<file path="config.mk">
export PLATFORM = sky130hd
export DESIGN_NAME = fetch_decode_stage1
export DESIGN_NICKNAME = d
export VERILOG_FILES = /design/src/rtl/bpf_stage_pkg.sv /design/src/rtl/bpf_read_set_decode.sv /design/src/rtl/fetch_decode_stage1.sv
export SDC_FILE = /design/constraint.sdc
export NUM_CORES = 1
export LEC_CHECK = 0
export CORE_MARGIN = 3
export CORE_UTILIZATION = 39
export CTS_CLUSTER_SIZE = 10
export DETAILED_ROUTE_END_ITERATION = 10
export PLACE_DENSITY = 0.77
export SYNTH_ARGS = -nofsm -noshare
export SYNTH_HDL_FRONTEND = slang
export SYNTH_SLANG_ARGS = --single-unit
</file>
<file path="constraint.sdc">
create_clock -name clk -period 2.83 [get_ports clk]
set_input_delay 0.566 -clock clk [delete_from_list [all_inputs] [get_ports clk]]
set_output_delay 0.566 -clock clk [all_outputs]
set_load 0.02 [all_outputs]
</file>
<file path="src/rtl/bpf_stage_pkg.sv">
// Shared definitions for the BPF pipeline stage-1 controller: instruction
// layout, class codes, addressing/source masks, special opcodes and the
// stage-1 state enum.
package bpf_stage_pkg;

  // Instruction word layout: {opcode[63:48], jt[47:40], jf[39:32], k[31:0]}
  localparam int INST_W     = 64;
  localparam int OPCODE_W   = 16;
  localparam int JT_W       = 8;
  localparam int JF_W       = 8;
  localparam int K_W        = 32;
  localparam int OPCODE_LSB = 48;
  localparam int JT_LSB     = 40;
  localparam int JF_LSB     = 32;
  localparam int K_LSB      = 0;

  // Instruction class lives in opcode[2:0]
  typedef enum logic [2:0] {
    CLS_LD   = 3'd0,
    CLS_LDX  = 3'd1,
    CLS_ST   = 3'd2,
    CLS_STX  = 3'd3,
    CLS_ALU  = 3'd4,
    CLS_JMP  = 3'd5,
    CLS_RET  = 3'd6,
    CLS_MISC = 3'd7
  } bpf_class_e;

  // Addressing mode field of LD and its indirect encoding
  localparam logic [7:0] MODE_MASK = 8'hE0;
  localparam logic [7:0] MODE_IND  = 8'h40;
  // Source-operand bit of ALU/JMP: set means the operand is X
  localparam logic [7:0] SRC_X     = 8'h08;
  // Return-value field of RET and its "return A" encoding
  localparam logic [7:0] RVAL_MASK = 8'h18;
  localparam logic [7:0] RVAL_A    = 8'h10;

  // Opcodes that need exact matching
  localparam logic [7:0] OP_TAX = 8'h07;
  localparam logic [7:0] OP_TXA = 8'h87;
  localparam logic [7:0] OP_JA  = 8'h05;

  typedef enum logic [1:0] {
    ST_IDLE  = 2'd0,
    ST_FETCH = 2'd1,
    ST_ISSUE = 2'd2
  } stage1_state_e;

  typedef struct packed {
    logic [OPCODE_W-1:0] opcode;
    logic [JT_W-1:0]     jt;
    logic [JF_W-1:0]     jf;
    logic [K_W-1:0]      k;
  } bpf_inst_t;

  // Split a raw memory word into its named fields
  function automatic bpf_inst_t unpack_inst(input logic [INST_W-1:0] raw);
    bpf_inst_t f;
    f.opcode = raw[OPCODE_LSB +: OPCODE_W];
    f.jt     = raw[JT_LSB +: JT_W];
    f.jf     = raw[JF_LSB +: JF_W];
    f.k      = raw[K_LSB +: K_W];
    return f;
  endfunction

  // Class of an instruction from the low opcode byte
  function automatic bpf_class_e inst_class(input logic [7:0] op_lo);
    return bpf_class_e'(op_lo[2:0]);
  endfunction

endpackage

</file>
<file path="src/rtl/bpf_read_set_decode.sv">
// Combinational decode of which accumulator registers (A, X) an instruction
// reads, from the low byte of its opcode.
module bpf_read_set_decode
  import bpf_stage_pkg::*;
(
  input  logic [7:0] op_lo,
  output logic       reads_A,
  output logic       reads_X
);

  // Read-set table indexed by instruction class
  always_comb begin
    // NOTE: every output gets a default first so no path leaves it unassigned (no latch).
    reads_A = 1'b0;
    reads_X = 1'b0;
    case (inst_class(op_lo))
      CLS_LD:   reads_X = ((op_lo & MODE_MASK) == MODE_IND);
      CLS_LDX:  ;
      CLS_ST:   reads_A = 1'b1;
      CLS_STX:  reads_X = 1'b1;
      CLS_ALU: begin
        reads_A = 1'b1;
        reads_X = ((op_lo & SRC_X) != 8'h00);
      end
      CLS_JMP: begin
        // Unconditional JA compares nothing; conditional jumps compare A
        reads_A = (op_lo != OP_JA);
        reads_X = ((op_lo & SRC_X) != 8'h00);
      end
      CLS_RET:  reads_A = ((op_lo & RVAL_MASK) == RVAL_A);
      CLS_MISC: begin
        reads_A = (op_lo == OP_TAX);
        reads_X = (op_lo == OP_TXA);
      end
    endcase
  end

endmodule

</file>
<file path="src/rtl/fetch_decode_stage1.sv">
// Stage-1 of the pipelined BPF CPU: program counter, instruction fetch,
// read-set decode, A/X write hazard stall, branch redirect and valid/ready
// issue to stage 2.
// Optional feature macro: STALL_COUNTER_EN adds a saturating stall_cycles
// counter output counting hazard-blocked issue cycles.
module fetch_decode_stage1
  import bpf_stage_pkg::*;
#(
  parameter int PC_WIDTH = 10
) (
  input  logic                clk,
  input  logic                rst,
  input  logic                start,
  output logic                inst_rd_en,
  output logic [PC_WIDTH-1:0] inst_rd_addr,
  input  logic [63:0]         inst_rd_data,
  input  logic                s2_A_en,
  input  logic                s2_X_en,
  input  logic                s3_A_en,
  input  logic                s3_X_en,
  input  logic                branch_valid,
  input  logic [PC_WIDTH-1:0] branch_target,
  input  logic                s2_ready,
  output logic                valid_out,
  output logic [15:0]         opcode_out,
  output logic [7:0]          jt_out,
  output logic [7:0]          jf_out,
  output logic [31:0]         k_out,
  output logic [PC_WIDTH-1:0] pc_out,
  output logic                reads_A,
  output logic                reads_X,
  output logic                hazard_stall,
  output logic                busy
`ifdef STALL_COUNTER_EN
  ,
  output logic [31:0]         stall_cycles
`endif
);

  stage1_state_e       state, state_d;
  logic [PC_WIDTH-1:0] pc, pc_d;
  bpf_inst_t           ir, ir_d;
  logic                rd_en_q, rd_en_d;
  // Read data is due this cycle (a read was strobed last cycle and not cancelled)
  logic                data_due_q, data_due_d;

  logic hazard;
  logic in_issue;
  logic transfer;
  logic is_ret;

  bpf_read_set_decode u_read_set (
    .op_lo   (ir.opcode[7:0]),
    .reads_A (reads_A),
    .reads_X (reads_X)
  );

  // Hazard and issue qualification for the held instruction
  always_comb begin
    in_issue     = (state == ST_ISSUE);
    hazard       = (reads_A & (s2_A_en | s3_A_en)) | (reads_X & (s2_X_en | s3_X_en));
    hazard_stall = in_issue & hazard;
    // A redirect drops the held instruction, so it is never offered that cycle
    valid_out    = in_issue & ~hazard & ~branch_valid;
    transfer     = valid_out & s2_ready;
    is_ret       = (inst_class(ir.opcode[7:0]) == CLS_RET);
  end

  // Next-state, next-PC and fetch strobe
  always_comb begin
    state_d    = state;
    pc_d       = pc;
    ir_d       = ir;
    rd_en_d    = 1'b0;
    data_due_d = rd_en_q;
    case (state)
      ST_IDLE: begin
        if (start) begin
          pc_d    = '0;
          rd_en_d = 1'b1;
          state_d = ST_FETCH;
        end
      end
      ST_FETCH: begin
        if (branch_valid) begin
          // Any read in flight belongs to the old path and must not be captured
          pc_d       = branch_target;
          rd_en_d    = 1'b1;
          data_due_d = 1'b0;
        end else if (data_due_q) begin
          ir_d    = unpack_inst(inst_rd_data);
          state_d = ST_ISSUE;
        end
      end
      ST_ISSUE: begin
        if (branch_valid) begin
          pc_d    = branch_target;
          rd_en_d = 1'b1;
          state_d = ST_FETCH;
        end else if (transfer) begin
          if (is_ret) begin
            state_d = ST_IDLE;
          end else begin
            pc_d    = pc + PC_WIDTH'(1);
            rd_en_d = 1'b1;
            state_d = ST_FETCH;
          end
        end
      end
      default: state_d = ST_IDLE;
    endcase
  end

  // State, PC, instruction register and read pipeline
  always_ff @(posedge clk or negedge rst) begin
    if (!rst) begin
      state      <= ST_IDLE;
      pc         <= '0;
      // NOTE: the instruction register is reset so decoded outputs are defined out of reset.
      ir         <= '0;
      rd_en_q    <= 1'b0;
      data_due_q <= 1'b0;
    end else begin
      // NOTE: sequential state uses non-blocking assignments so all registers update together.
      state      <= state_d;
      pc         <= pc_d;
      ir         <= ir_d;
      rd_en_q    <= rd_en_d;
      data_due_q <= data_due_d;
    end
  end

  assign inst_rd_en   = rd_en_q;
  assign inst_rd_addr = pc;
  assign pc_out       = pc;
  assign opcode_out   = ir.opcode;
  assign jt_out       = ir.jt;
  assign jf_out       = ir.jf;
  assign k_out        = ir.k;
  assign busy         = (state != ST_IDLE);

`ifdef STALL_COUNTER_EN
  // Saturating count of issue cycles lost to hazards; cleared by an accepted start
  always_ff @(posedge clk or negedge rst) begin
    if (!rst) begin
      stall_cycles <= '0;
    end else if (state == ST_IDLE && start) begin
      stall_cycles <= '0;
    end else if (hazard_stall && stall_cycles != 32'hFFFF_FFFF) begin
      stall_cycles <= stall_cycles + 32'd1;
    end
  end
`endif

endmodule

</file>
==> results of run 1 <==
==> metal layers <==
layer  part of all wire [%]  routed length [um]  track usage [%]
met5                      0                   0                0
met4                    1.6                 143            5.378
met3                    9.0                 827            7.104
met2                     50                4609            30.44
met1                     39                3588            20.80
==> power breakdown <==
part           switching, mW  internal, mW  total, mW
clock network          0.413         0.616       1.03
logic                   1.58          1.77       3.35
registers              0.362          1.63       1.99
total                   2.35          4.02       6.37
==> worst reg2reg max path, cell delays in order, from the launching register on <==
cell and delay [ns]:
dfrtp_1 0.39, inv_1 0.08, ha_1 0.31, or3_2 0.52, o211a_1 0.17, nand2_1 0.16
inv_1 0.09, a31oi_4 0.35, mux2_2 0.38
==> state kept, by name, indices dropped and copies added (netlist names) <==
signal        flops
state             2
inst_rd_en        1
k_out            32
opcode_out       16
jt_out            8
jf_out            8
data_due_q        1
inst_rd_addr     10
==> how the worst max path moves through the flow <==
stage	endpoint	slack [ns]	start
after floorplan	hazard_stall	0.35	opcode_out[0]
final	reads_X	0.20	opcode_out[6]
after global placement	valid_out	0.03	s3_A_en
after global routing	reads_X	0.04	opcode_out[6]
after CTS	hazard_stall	0.05	opcode_out[3]
after detailed placement	valid_out	0.01	s3_A_en
==> what timing repair did <==
| item | in CTS | in global routing |
|---|---|---|
| gates resized for setup | 3 | 5 |
| setup endpoints to repair | 3 | 2 |
| pin swaps | 0 | 1 |
==> cells in the mapped netlist, types with 2 or more instances <==
master	number
a21oi_1	2
a221oi_1	2
a22oi_1	9
and2_1	2
and3_2	2
buf_4	10
clkbuf_1	11
dfrtp_1	78
ha_1	5
inv_1	6
mux2_2	72
nand2_1	18
nand3_1	6
nand4_1	3
nor2_1	6
o21ai_0	10
o32ai_1	5
or2_2	2
xnor2_1	2
xor2_1	6
==> layout make-up <==
cell class	count	area (um2)
fill	725	3178
multi-input combinational	177	1567
sequential	78	1953
tap	108	135.1
clock inverter	6	116.4
inverter	7	26.28
timing repair buffer	182	1821
clock buffer	10	137.6
==> through the flow <==
stage / hold slack (ns) / area (um2) / instances / total power [mW] / setup slack, ns
after floorplan: 0.2704 / 3659 / 283 / 3.821 / 0.3524
final: 0.2357 / 5756 / 568 / 6.374 / 0.1980
after detailed placement: 0.4929 / 5512 / 552 / 5.409 / 0.01415
after global routing: 0.2378 / 5756 / 568 / 6.755 / 0.04103
after CTS: 0.2354 / 5762 / 568 / 6.458 / 0.04922
after global placement: 0.4861 / 5512 / 552 / 5.317 / 0.03114
==> kinds of logic after synthesis <==
logic type | count (synthesis)
flip-flops | 78
multiplexers | 74
AND/OR/NAND/NOR | 53
AO/OA/AOI/OAI | 37
buffers and inverters | 28
XOR/XNOR | 8
adder cells (fa/ha/maj) | 5
==> cells in the final DEF (no fill, tap or decap), types with 2 or more instances in the layout <==
master           count
clkbuf_8            10
and3_2               2
nor2_1               6
o32ai_1              5
nand4_1              3
inv_1                6
o21ai_0             10
a221oi_1             2
or2_2                2
clkbuf_2             2
and2_1               2
mux2_2              72
xor2_1               6
buf_12               3
a22oi_1              9
clkdlybuf4s50_1    168
nand3_1              6
nand2_1             17
a21oi_1              2
ha_1                 5
buf_4                8
bufinv_16            3
clkinv_4             2
dfrtp_1             77
xnor2_1              2
==> flow_summary.json, run 1 <==
{
  "path_cells": "nor4_4, nand4_1, nand3_1, clkdlybuf4s50_1",
  "nets": 543,
  "yosys_warnings": 0,
  "start_util_pct": 40.95,
  "clk_pin_slew_ns": 0.08,
  "crit_required_ns": 2.26,
  "ys_ff_latch": 78,
  "first_global_vias": 3062,
  "r2r_cells": 8,
  "synth-compound-area-share_pct": 8.140,
  "finalSetupViolCount": 0,
  "arrival_ns": 2.07,
  "via_per_inst": 5.040,
  "reg2reg_from": "state[0]",
  "path_class": "reg -> out",
  "hp-class": "in -> async",
  "clock_latency_ns": 0.34,
  "die_h_um": 102.9,
  "syn_area_um2": 3659,
  "die_area_um2": 10580,
  "synthSimpleGateAreaFrac_pct": 8.140,
  "yosys.area_share.adder_pct": 1.710,
  "irDropWorstVdd_uv": 637.2,
  "synth_seq_area_share_pct": 53.35,
  "yosys.area.top_type": "dfrtp_1",
  "synth_xor_area_share_pct": 1.915,
  "outcome": "finished clean",
  "slew_viol_final": 0,
  "grt_max_degree": 79,
  "cts_setup_buffers": 0,
  "r2r_slack_ns": 0.27,
  "post-route-drc-count": 0,
  "crit_path_start_kind": "flop",
  "wl_per_cell_um": 16.14,
  "r2r-end": "inst_rd_addr[0]",
  "worst_slew_pin_slew_ns": 0.4196,
  "num_antenna_cells": 0,
  "grt_pass1_wl_um": 14790,
  "synth_ff_type": "dfrtp_1",
  "std_cell_rows": 34,
  "end_kind": "output pin",
  "antenna_left": 0,
  "cts_tree": "done",
  "htreeDepth": 3,
  "cts-root-buf": "clkbuf_8",
  "overflow": 0,
  "crit_fanout": 4,
  "holdBufCountCts": 0,
  "core_um2": 8934,
  "yosys.cell_types.count": 46,
  "io_pins": 173,
  "globalplace.congestion": 0.8262,
  "worst-path-stages": 4,
  "leakage_nw": 2.423,
  "path_buf_inv": 1,
  "synth_top_family_by_area": "multiplexers",
  "synth_nets": 371,
  "synth_area_leaders": "dfrtp_1 (53%), mux2_2 (22%), buf_4 (2.1%)",
  "synthArstFlopShare_pct": 100.0,
  "fin_crit_ns": 2.632,
  "cts_buffers": 9,
  "num_vias": 2863,
  "netlist_instances": 283,
  "hold_violations": 0,
  "clock_sinks": 78,
  "dr.first_iter.drc_count": 57,
  "synthMuxAreaShare_pct": 22.85,
  "routed_wl_um": 9169,
  "pwr_density_cell_nw_per_um2": 1107,
  "io_buffers": 172,
  "area_growth_pct": 57.32,
  "detail_route.first_pass.iterations": 4,
  "post-route-period-util_pct": 93.00,
  "die_w_um": 102.9,
  "cap_violations": 0,
  "synth_edf_count": 0,
  "max_freq_mhz": 379.9,
  "fin_tns_setup_ns": 0,
  "dp_hpwl_um": 6862,
  "synth.avg_cell_area_um2": 12.93,
  "synth_top_area_share_pct": 53.35,
  "critPathSlowestCell": "clkdlybuf4s50_1",
  "slew_headroom_pct": 72.03,
  "gr-usage-all-layers_pct": 17.86,
  "grt_antenna_before_repair": 0,
  "drive_gt1_share_pct": 25.22,
  "utilization_pct": 64.43,
  "crit_family": "buffers and inverters",
  "finClkSkew_ns": 0.01559,
  "cpPeakStageDelay_ns": 0.64,
  "clk_path_buf_depth": 2,
  "rsz0062_at_grt": "false"
}
(Power assumes the default switching activity.)
==> run 2: changes to the inputs <==
SLEW_MARGIN = 20   (was not set)
==> results of run 2 <==
Same layout as run 1: the final DEF is identical, and so are final timing and power.
==> run 3: changes to the inputs <==
SKIP_LAST_GASP = 1   (was not set)
==> run 3 against run 2 <==
- sequential share of layout area about the same
- clock skew about the same
- die area stayed put
- hold slack hardly changed
- clock power about the same
- global-route usage unchanged
- non-clock buffer count did not move
==> flow_summary.json, run 3 (synthesis gave the netlist of run 1 again) <==
{
  "outcome": "finished clean",
  "start_util_pct": 40.95,
  "gr-usage-all-layers_pct": 17.86,
  "drive_gt1_share_pct": 25.00,
  "std_cell_rows": 34,
  "cpPeakStageDelay_ns": 0.46,
  "crit_path_start_kind": "flop",
  "p_seq_share_pct": 31.3,
  "slew_headroom_pct": 72.02,
  "hold_violations": 0,
  "clock_latency_ns": 0.34,
  "first_global_vias": 3062,
  "globalplace.congestion": 0.8262,
  "antenna_left": 0,
  "die_w_um": 102.9,
  "p_switching_mw": 2.353,
  "mostFrequentLayoutCell": "clkdlybuf4s50_1",
  "holdWs_ns": 0.2358,
  "io_pins": 173,
  "area_growth_pct": 57.46,
  "detail_route.first_pass.iterations": 4,
  "clk_path_buf_depth": 2,
  "leakage_nw": 2.423,
  "wl_per_cell_um": 16.15,
  "nets": 543,
  "most-common-layout-cells": "clkdlybuf4s50_1 (168), dfrtp_1 (77), mux2_2 (72)",
  "die_h_um": 102.9,
  "slew_viol_final": 0,
  "cts_tree": "done",
  "crit_required_ns": 2.26,
  "post-route-drc-count": 0,
  "arrival_ns": 2.13,
  "dp_hpwl_um": 6862,
  "post-route-period-util_pct": 95.17,
  "p_comb_share_pct": 52.6,
  "routed_wl_um": 9176,
  "cts_buffers": 9,
  "crit_fanout": 9,
  "reg2reg_from": "state[0]",
  "internal_power_mw": 4.021,
  "finClkSkew_ns": 0.01559,
  "cap_violations": 0,
  "grt_max_degree": 79,
  "path_class": "reg -> out",
  "htreeDepth": 3,
  "multi_input_area_um2": 1567,
  "clkPwrFrac_pct": 16.2,
  "fin_crit_ns": 2.693,
  "num_antenna_cells": 0,
  "grt_antenna_before_repair": 0,
  "largest_reg_flops": 32,
  "clock_sinks": 78,
  "via_per_inst": 5.060,
  "utilization_pct": 64.48,
  "seq_area_um2": 1953,
  "io_buffers": 172,
  "finalSetupViolCount": 0,
  "overflow": 0,
  "num_vias": 2874,
  "clk_pin_slew_ns": 0.08,
  "worst_slew_pin_slew_ns": 0.4196,
  "grt_pass1_wl_um": 14790,
  "dr.first_iter.drc_count": 57,
  "end_kind": "output pin",
  "p_sw_share_pct": 36.91,
  "path_cells": "or3b_1, mux2i_1, nor3_2, a22o_2, and2_1, clkdlybuf4s15_1",
  "cts-root-buf": "clkbuf_8",
  "rsz0062_at_grt": "true",
  "fill_cells": 725,
  "hp-class": "in -> async",
  "irDropWorstVdd_uv": 637.2,
  "max_freq_mhz": 371.3,
  "critPathSlowestCell": "dfrtp_1",
  "fin_tns_setup_ns": 0,
  "die_area_um2": 10580,
  "core_um2": 8934,
  "cp-startpoint": "opcode_out[1]",
  "pwr_density_cell_nw_per_um2": 1106
}
## run 3: changes by cell type in the layout (fill, tap and decap cells not counted)
cell and change:
clkbuf_2 -1, clkdlybuf4s15_1 +1
## run 3: stage by stage
stage | instance area (um2) | instances | power (mW) | setup WS (ns)
finish | 5761 | 568 | 6.374 | 0.1366
global placement | 5512 | 552 | 5.317 | 0.03114
detailed placement | 5512 | 552 | 5.409 | 0.01415
global route | 5761 | 568 | 6.755 | -0.002028
CTS | 5762 | 568 | 6.458 | 0.04922
floorplan | 3659 | 283 | 3.821 | 0.3524
## run 3: worst max-delay path, delay by kind of cell (launching register included)
kind / cells / cell delay (ns)
simple gates: 3 / 0.62
flops: 1 / 0.46
compound gates: 1 / 0.24
mux: 1 / 0.18
buf+inv: 1 / 0.28
## run 3: area by class of cell
type / instances / share of cell area, %
inverters: 7 / 0.4561
flip-flops and latches: 78 / 33.91
clock buffers: 10 / 2.389
clock inverters: 6 / 2.020
well taps: 108 / 2.346
repair buffers: 182 / 31.69
multi-input cells: 177 / 27.19
## run 3: power by group through the flow
stage                     sequential [mW]  combinational (mW)  clock [mW]
after detailed placement             2.02                3.39           0
after global placement               1.98                3.34           0
after global routing                 2.07                3.57        1.11
final                                1.99                3.35        1.03
after CTS                            2.00                3.39        1.07
after floorplan                      2.58                1.24           0
## run 3: what timing repair did
item,CTS,global route
gates resized for setup,3,4
hold buffers,0,0
endpoints found under the setup margin,3,2
setup buffers,0,0
pin swaps,0,1
## run 3: routing by layer
| metal | GRT usage, % | vias up | share of wire [%] |
|---|---|---|---|
| met5 | 0 | - | 0 |
| met2 | 30.44 | 113 | 50 |
| met4 | 5.378 | 0 | 1.6 |
| li1 | - | 1345 | - |
| met3 | 7.104 | 13 | 9.2 |
| met1 | 20.80 | 1403 | 39 |
## run 3: path summary, 6_finish.rpt
check,to,slack (ns),depth (start not counted)
setup / recovery,hazard_stall,0.14,6
hold / removal,opcode_out[4],0.24,2
setup reg to reg,inst_rd_addr[0],0.28,8
hold reg to reg,k_out[21],0.51,1
max in group asynchronous,inst_rd_addr[0],2.26,2
min in group clk,k_out[21],0.51,1
